--- src/rtl/tnn_pkg.sv ---
// tnn_pkg: shared defaults, types and helpers for the TNN evaluation sequencer.
// Contents: default feature geometry, packed feature-vector type, sequencer
// FSM state enum, and a helper that maps a feature index to its bit offset.
package tnn_pkg;
   localparam int DEF_N_FEAT = 5;
   localparam int DEF_FEAT_W = 3;
   typedef logic [DEF_N_FEAT*DEF_FEAT_W-1:0] feat_vec_t;
   typedef enum logic [1:0] {IDLE, HOLD, EMIT} seq_state_t;
   function automatic int feat_lsb(input int i, input int w);
      return i * w;
   endfunction
endpackage

--- src/rtl/tnn_eval_sequencer_if.sv ---
// tnn_eval_sequencer_if: sample-in and result-out handshake bundle.
// Sample channel: s_valid, s_ready, s_feat, s_last.
// Result channel: m_valid, m_ready, m_class, m_idx, m_last, m_pos_cnt.
// Modport slave is the sequencer side; master is the source/consumer side.
interface tnn_eval_sequencer_if import tnn_pkg::*; #(
   parameter int N_FEAT = DEF_N_FEAT,
   parameter int FEAT_W = DEF_FEAT_W,
   parameter int CNT_W  = 8
);
   logic                     s_valid, s_ready, s_last;
   logic [N_FEAT*FEAT_W-1:0] s_feat;
   logic                     m_valid, m_ready, m_class, m_last;
   logic [CNT_W-1:0]         m_idx, m_pos_cnt;
   modport slave (
      input  s_valid, s_feat, s_last, m_ready,
      output s_ready, m_valid, m_class, m_idx, m_last, m_pos_cnt
   );
   modport master (
      output s_valid, s_feat, s_last, m_ready,
      input  s_ready, m_valid, m_class, m_idx, m_last, m_pos_cnt
   );
endinterface

--- src/rtl/tnn_sat_counter.sv ---
// tnn_sat_counter: saturating up-counter that adds a single bit when enabled.
// Ports: clk, rst (sync, active-high), clr (sync clear, beats en),
//        en (apply increment), inc (bit to add), q (count, sticks at all-ones).
module tnn_sat_counter #(
   parameter int W = 8
) (
   input  logic         clk,
   input  logic         rst,
   input  logic         clr,
   input  logic         en,
   input  logic         inc,
   output logic [W-1:0] q
);
   always_ff @(posedge clk) begin
      if (rst || clr) q <= '0;
      else if (en && !(&q)) q <= q + W'(inc);
   end
endmodule

--- src/rtl/tnn_eval_sequencer.sv ---
// tnn_eval_sequencer: streams feature vectors through an external combinational
// classifier core, one sample in flight, returning class bit, batch index and
// running positive count per sample.
// Ports: clk, rst (sync, active-high); bus (sample/result handshakes);
//        core_in (registered drive to the core), core_out (core result).
module tnn_eval_sequencer import tnn_pkg::*; #(
   parameter int N_FEAT = DEF_N_FEAT,
   parameter int FEAT_W = DEF_FEAT_W,
   parameter int SETTLE = 1,
   parameter int CNT_W  = 8
) (
   input  logic                     clk,
   input  logic                     rst,
   tnn_eval_sequencer_if.slave      bus,
   output logic [N_FEAT*FEAT_W-1:0] core_in,
   input  logic                     core_out
);
   localparam int HW = (SETTLE > 0) ? $clog2(SETTLE + 1) : 1;
   seq_state_t    state, state_nxt;
   logic [HW-1:0] hold;
   logic          acc, cap, hs;
   assign acc = (state == IDLE) && bus.s_valid;
   assign cap = (state == HOLD) && (hold == '0);
   assign hs  = (state == EMIT) && bus.m_ready;
   always_ff @(posedge clk) begin
      if (rst) state <= IDLE;
      else state <= state_nxt;
   end
   always_comb begin
      state_nxt   = state;
      if (acc) state_nxt = HOLD;
      if (cap) state_nxt = EMIT;
      if (hs) state_nxt = IDLE;
      bus.s_ready = state == IDLE;
      bus.m_valid = state == EMIT;
   end
   always_ff @(posedge clk) begin
      if (rst) begin
         core_in     <= '0;
         hold        <= '0;
         bus.m_last  <= 1'b0;
         bus.m_class <= 1'b0;
      end else begin
         if (acc) begin
            core_in    <= bus.s_feat;
            bus.m_last <= bus.s_last;
            hold       <= HW'(SETTLE);
         end else if (state == HOLD && hold != '0) begin
            hold <= hold - HW'(1);
         end
         if (cap) bus.m_class <= core_out;
      end
   end
   // The index advances only when a non-last result is taken, so it already
   // reads as the current sample's position while EMIT holds.
   tnn_sat_counter #(.W(CNT_W)) u_idx (
      .clk (clk),
      .rst (rst),
      .clr (hs && bus.m_last),
      .en  (hs),
      .inc (1'b1),
      .q   (bus.m_idx)
   );
   // The positive count doubles as the running count: it absorbs core_out at
   // capture and is only zeroed when the batch's last result is taken.
   tnn_sat_counter #(.W(CNT_W)) u_pos (
      .clk (clk),
      .rst (rst),
      .clr (hs && bus.m_last),
      .en  (cap),
      .inc (core_out),
      .q   (bus.m_pos_cnt)
   );
endmodule
--- src/flat_wrapper.sv ---
// flat-port wrapper written by rule: the top's interface ports become plain ports
module tnn_eval_sequencer_flat import tnn_pkg::*;
#(
   parameter int N_FEAT = DEF_N_FEAT,
   parameter int FEAT_W = DEF_FEAT_W,
   parameter int SETTLE = 1,
   parameter int CNT_W  = 8
)
  (clk, rst, core_in, core_out, bus_s_valid, bus_s_feat, bus_s_last, bus_m_ready, bus_s_ready, bus_m_valid, bus_m_class, bus_m_idx, bus_m_last, bus_m_pos_cnt);
  tnn_eval_sequencer_if #(.N_FEAT(N_FEAT), .FEAT_W(FEAT_W), .CNT_W(CNT_W)) bus_i ();
  input  logic clk;
  input  logic rst;
  output logic [N_FEAT*FEAT_W-1:0] core_in;
  input  logic core_out;
  input wire logic [$bits(bus_i.s_valid)-1:0] bus_s_valid;
  input wire logic [$bits(bus_i.s_feat)-1:0] bus_s_feat;
  input wire logic [$bits(bus_i.s_last)-1:0] bus_s_last;
  input wire logic [$bits(bus_i.m_ready)-1:0] bus_m_ready;
  output wire logic [$bits(bus_i.s_ready)-1:0] bus_s_ready;
  output wire logic [$bits(bus_i.m_valid)-1:0] bus_m_valid;
  output wire logic [$bits(bus_i.m_class)-1:0] bus_m_class;
  output wire logic [$bits(bus_i.m_idx)-1:0] bus_m_idx;
  output wire logic [$bits(bus_i.m_last)-1:0] bus_m_last;
  output wire logic [$bits(bus_i.m_pos_cnt)-1:0] bus_m_pos_cnt;
  assign bus_i.s_valid = bus_s_valid;
  assign bus_i.s_feat = bus_s_feat;
  assign bus_i.s_last = bus_s_last;
  assign bus_i.m_ready = bus_m_ready;
  assign bus_s_ready = bus_i.s_ready;
  assign bus_m_valid = bus_i.m_valid;
  assign bus_m_class = bus_i.m_class;
  assign bus_m_idx = bus_i.m_idx;
  assign bus_m_last = bus_i.m_last;
  assign bus_m_pos_cnt = bus_i.m_pos_cnt;
  tnn_eval_sequencer #(.N_FEAT(N_FEAT), .FEAT_W(FEAT_W), .SETTLE(SETTLE), .CNT_W(CNT_W)) u_core (.clk(clk), .rst(rst), .bus(bus_i), .core_in(core_in), .core_out(core_out));
endmodule
--- config.mk ---
export PLATFORM = sky130hd
export DESIGN_NAME = tnn_eval_sequencer_flat
export DESIGN_NICKNAME = d
export VERILOG_FILES = /design/src/rtl/tnn_pkg.sv /design/src/rtl/tnn_eval_sequencer_if.sv /design/src/rtl/tnn_sat_counter.sv /design/src/rtl/tnn_eval_sequencer.sv /design/src/flat_wrapper.sv
export SDC_FILE = /design/constraint.sdc
export NUM_CORES = 1
export LEC_CHECK = 0
export CORE_MARGIN = 3
export CORE_UTILIZATION = 46
export DETAILED_ROUTE_END_ITERATION = 8
export GPL_TIMING_DRIVEN = 0
export PLACE_DENSITY_LB_ADDON = 0.25
export SLEW_MARGIN = 20
export SYNTH_ARGS = -nofsm -noshare
export SYNTH_HDL_FRONTEND = slang
export SYNTH_SLANG_ARGS = --single-unit
export TNS_END_PERCENT = 100
--- constraint.sdc ---
create_clock -name clk -period 1.71 [get_ports clk]
set_input_delay 0.342 -clock clk [delete_from_list [all_inputs] [get_ports clk]]
set_output_delay 0.342 -clock clk [all_outputs]
set_load 0.05 [all_outputs]
==> After elaboration in Yosys (flattened, before gate mapping) <==
Cells that the tools add are included.
{ "word_totals": {"register_bits": 36, "in_bits": 21, "output_inout_bits": 35, "elab_cells": 35} }
{ "classes": {"n_addsub": 3, "eq_ne": 2, "muxes": 4, "bitwise_logic": 1, "n_reduce_logical": 17} }
{ "op_table": {"columns": ["cell", "n"], "rows": [
  ["$reduce_and 8->1", 2],
  ["$add 8x1->8", 1],
  ["$add 8x1->8 const B", 1],
  ["$logic_and 1x1->1", 7],
  ["$mux 2", 2],
  ["$reduce_bool 2->1", 2],
  ["$reduce_or 3->1", 1],
  ["$eq 2x1->1 const B", 1],
  ["$eq 2x2->1 const B", 1],
  ["$logic_not 1->1", 2],
  ["$logic_not 2->1", 1],
  ["$mux 1", 2],
  ["$reduce_or 2->1", 1],
  ["$logic_or 1x1->1", 1],
  ["$not 1->1", 1],
  ["$sub 1x1->1 const B", 1]
]} }

==> Longest topological paths before layout <==
{ "depth": {"depth_word": 4, "ltp_mapped": 6, "depth_no_buf": 5} }

==> Modules after synthesis <==
Synthesis repeated with hierarchy kept, for this count alone.
{ "unflattened": {"cells_unflattened": 176, "hier_area_um2": 1646.6} }
{ "by_module_without_submodules": {"columns": ["module", "instances", "cells_each", "area_per_inst_um2", "seq_area_each_um2"], "rows": [
  ["tnn_eval_sequencer", 1, 94, 845.8, 400.4],
  ["tnn_sat_counter", 2, 41, 400.4, 160.2]
]} }

==> Least setup slack after synthesis <==
Ideal clock, no wire load.
{ "synth_path": {"kind": "reg-to-reg", "start": "register u_core.u_pos.q[0]", "end": "register u_core.u_pos.q[4]", "setup_time_ns": 0.072, "arrival_time_ns": 1.693, "t_required_ns": 1.638, "slack_ns": -0.055, "path_stages_with_launch": 6, "path_buffers": 0, "period_less_slack_ns": 1.765, "path_cell_list": "dfxtp_1 -> ha_1 -> ha_1 -> nand3_1 -> a211oi_2 -> mux2i_1"} }
{ "synth_via": {"elab_chain_len": 3, "word_cells_on_any_way": 4, "cone_classes": "add/sub: 1; reduce/logical: 3"} }
{ "synth_rtl": {"columns": ["item", "line", "rtl"], "rows": [
  ["from (decl)", "tnn_sat_counter.sv:12", "output logic [W-1:0] q"],
  ["from (signal assigned)", "tnn_sat_counter.sv:16", "else if (en && !(&q)) q <= q + W'(inc);"],
  ["parallel branches: the longest is 3 deep, another holds $add 8x1->8", null, null]
]} }
Several ways; the timed one is not identified.
A chain may end at the register's enable or synchronous reset.

==> Final worst setup path <==
{ "layout_path": {"start": "register u_core.u_idx.q[2]", "end": "output port bus_m_idx[2]"} }
{ "layout_lines": {"columns": ["item", "line", "rtl"], "rows": [
  ["from (decl)", "tnn_sat_counter.sv:12", null],
  ["from (signal assigned)", "tnn_sat_counter.sv:16", null],
  ["to (decl)", "flat_wrapper.sv:22", "output wire logic [$bits(bus_i.m_idx)-1:0] bus_m_idx;"]
]} }
No word-level cell between the ends.

==> impl_results.md <==
* Final period util at a little over nine tenths
* TritonCTS buffer count at 5
* PortBufs at 54
* Utilization after layout at 68.56%
* CTS tree: done
* Critical path cell sequence: dlygate4sd2_1
* CP startpoint kind: flop
* Number of synthesized flops with an enable pin at 0
* First-pass GRT wire length at 6396 µm
* Initial antenna violation count at 0
* Setup repair after global routing missed its margin: false
* Root buffer cell: clkbuf_8
* Kind of critical path: reg -> out
* Worst skew pair latency at 0.28 ns
* Total wire length at between 3000 and 4000 µm
* Pwr Density at 797.4 nW/µm²
* WL per Instance at around 13 µm
* FMAX at 0.6076 GHz
* Clk sinks at 36
* Run status: finished, final reports clean
* Reg clk slew, reported paths at 0.07 ns
* Nets at 281
* Postcts setup bufs at 0
* # diodes at 0
* Crit path DAT at 1.30 ns
* Max_slew headroom at 65.97%
* Die area at 4558 µm²
* Synthesized flop and latch total at 36
* Largest net degree at the start of global routing at 12
* Syn Std Cell Area at 1740 µm²
* LEAKAGE at 0.9882 nW
* Via density at around 5.4
* Routability-driven placement congestion ratio at between 0.8 and 0.9
* Synthesis-to-finish area growth at 37.67%
* Starting density of the core at about half
* Yosys cell types at 36
* Slew Limit Fails at 0
* Top Ports at 56
* Ratio of cells with drive above 1 in the final layout at between 10% and 20%
* Core ar. at 3495 µm²
* # setup viols final at 0
* Min Tclk post-route at 1.646 ns
* Worst Skew at 0.002782 ns
* Dpl hpwl at ~2800 µm
* Crit. End Element: output port
* Crit Path Max Fanout at 8
* Synthesized area per cell at 8.835 µm²
* Crit path buf inv count at 1
* Syn_nets at roughly 220
* Remaining global-route overflow at 0
* Drt initial violations at 140
* CTS Hold Bufs at 0
* Worst vdd ir at 0.0004957 V
* Setup Slack @ Placement at -0.2037 ns
* Residual DRC count at 0
* Delay-heaviest family, CP: buffers and inverters
* Hold_ws at 0.4536 ns
* Worst Path Required at 1.37 ns
* Worst setup margin at ~0.064 ns
* Worst-Margin Slew at ~0.51 ns
* Hold crit path type: reg -> reg
* Commonest register cell after synthesis: dfxtp_1
* TNS Setup at 0 ns
* DRT Pass-1 Iters at 4
* Die height at 67.51 µm
* Slowest-stage cell, CP: dlygate4sd2_1
* Post-DRT Antenna Nets at 0
* Die X at ~68 µm
* Final Hold Viols at 0
* Cells after Synth at 197
* Pwr Total at 1.911 mW
* Ys async rst share at 0%
* Ys Warns at 0
* Max-cap violations at 0
* H-Tree Depth at 2
* Via Count at 1,656
* Total GRT Usage at a little under a fifth
* Slowest cell delay on critical path at 0.56 ns
* Sequential-to-total area share from yosys stat at 41.41%
* Number of global-route vias before repair at 1,455
* Clock buffer depth at 2
* Std cell rows at 21
==> routing by layer <==
layer	wire length (µm)	share of wire (%)	global-route usage, %
met3	414	11	8.486
met5	0	0	0
met1	1723	44	22.21
met2	1733	44	28.19
met4	63	1.6	7.595
==> power breakdown <==
part           leakage, nW  internal, mW  total, mW  switching [mW]
Clock               0.0445         0.327      0.632           0.304
Sequential           0.294         0.876      0.900          0.0242
Combinational        0.650         0.137      0.379           0.242
==> cells in the final DEF, fill, tap and decap left out, drive strengths merged, types with 4 or more instances in the layout <==
master / count
nand2: 37
dfxtp: 36
dlygate4sd2: 32
a21oi: 23
clkdlybuf4s50: 19
clkbuf: 14
nand3b: 12
a211oi: 11
mux2i: 8
buf: 8
or3b: 7
and3: 5
nand3: 5
a41oi: 5
nor2: 4
==> flip-flops by register name, indices dropped and copies added, names as in the netlist <==
name	cells
u_core.bus.m_class	1
u_core.hold	1
u_core.bus.m_last	1
u_core.core_in	15
u_core.state	2
u_core.u_idx.q	8
u_core.u_pos.q	8
==> through the flow <==
stage | instances | cell area [µm²]
3_3_place_gp | 297 | 2340
6_report | 304 | 2396
5_1_grt | 304 | 2396
3_5_place_dp | 297 | 2340
2_1_floorplan | 197 | 1742
4_1_cts | 305 | 2395
==> cell usage after synthesis, types with 3 or more instances <==
cell	instances	area, µm²
ha_1	3	37.54
buf_2	5	25.02
mux2i_1	8	80.08
dfxtp_1	36	720.7
clkbuf_1	6	22.52
and4_1	3	26.28
nand3_1	5	25.02
nand2_1	37	138.9
nand3b_1	12	90.09
or3b_2	5	43.79
nor2_1	4	15.01
a21oi_1	22	110.1
and3_1	5	31.28
a41oi_1	5	43.79
inv_1	3	11.26
a211oi_1	8	60.06
==> logic make-up after synthesis <==
kind of cell               synth area share [%]
and+or+nand+nor                           29.19
AOI/OAI and AO/OA                         17.69
DFF                                       41.41
buffers and inverters                     4.960
muxes                                     4.601
adders and majority gates                 2.157
==> repair_timing <==
action,4_1_cts,5_1_grt
endpoints found under the setup margin,35,6
gates resized for setup,39,7
hold endpoints to repair,0,0
pin swaps,0,0
==> final cells by class <==
| cell class | count | area (µm²) |
|---|---|---|
| fillers | 318 | 1099 |
| multi-input cells | 144 | 948.4 |
| flip-flops and latches | 36 | 721.9 |
| repair buffers | 54 | 491.7 |
| clock buffers | 7 | 86.33 |
| plain buffers | 13 | 71.32 |
| well taps | 46 | 57.56 |
| inverters | 3 | 11.26 |
| clock inverters | 1 | 7.507 |
==> final timing paths <==
check | to | startpoint | slack (ns) | cells after the start
worst max-delay path | bus_m_idx[2] | u_core.u_idx.q[2] | 0.06 | 1
worst max register to register | u_core.u_pos.q[2] | u_core.state[1] | 0.23 | 5
worst min register to register | u_core.core_in[8] | u_core.core_in[8] | 0.45 | 2
worst min-delay path | u_core.core_in[8] | u_core.core_in[8] | 0.45 | 2
No activity file was read; power rests on OpenSTA's default activity.
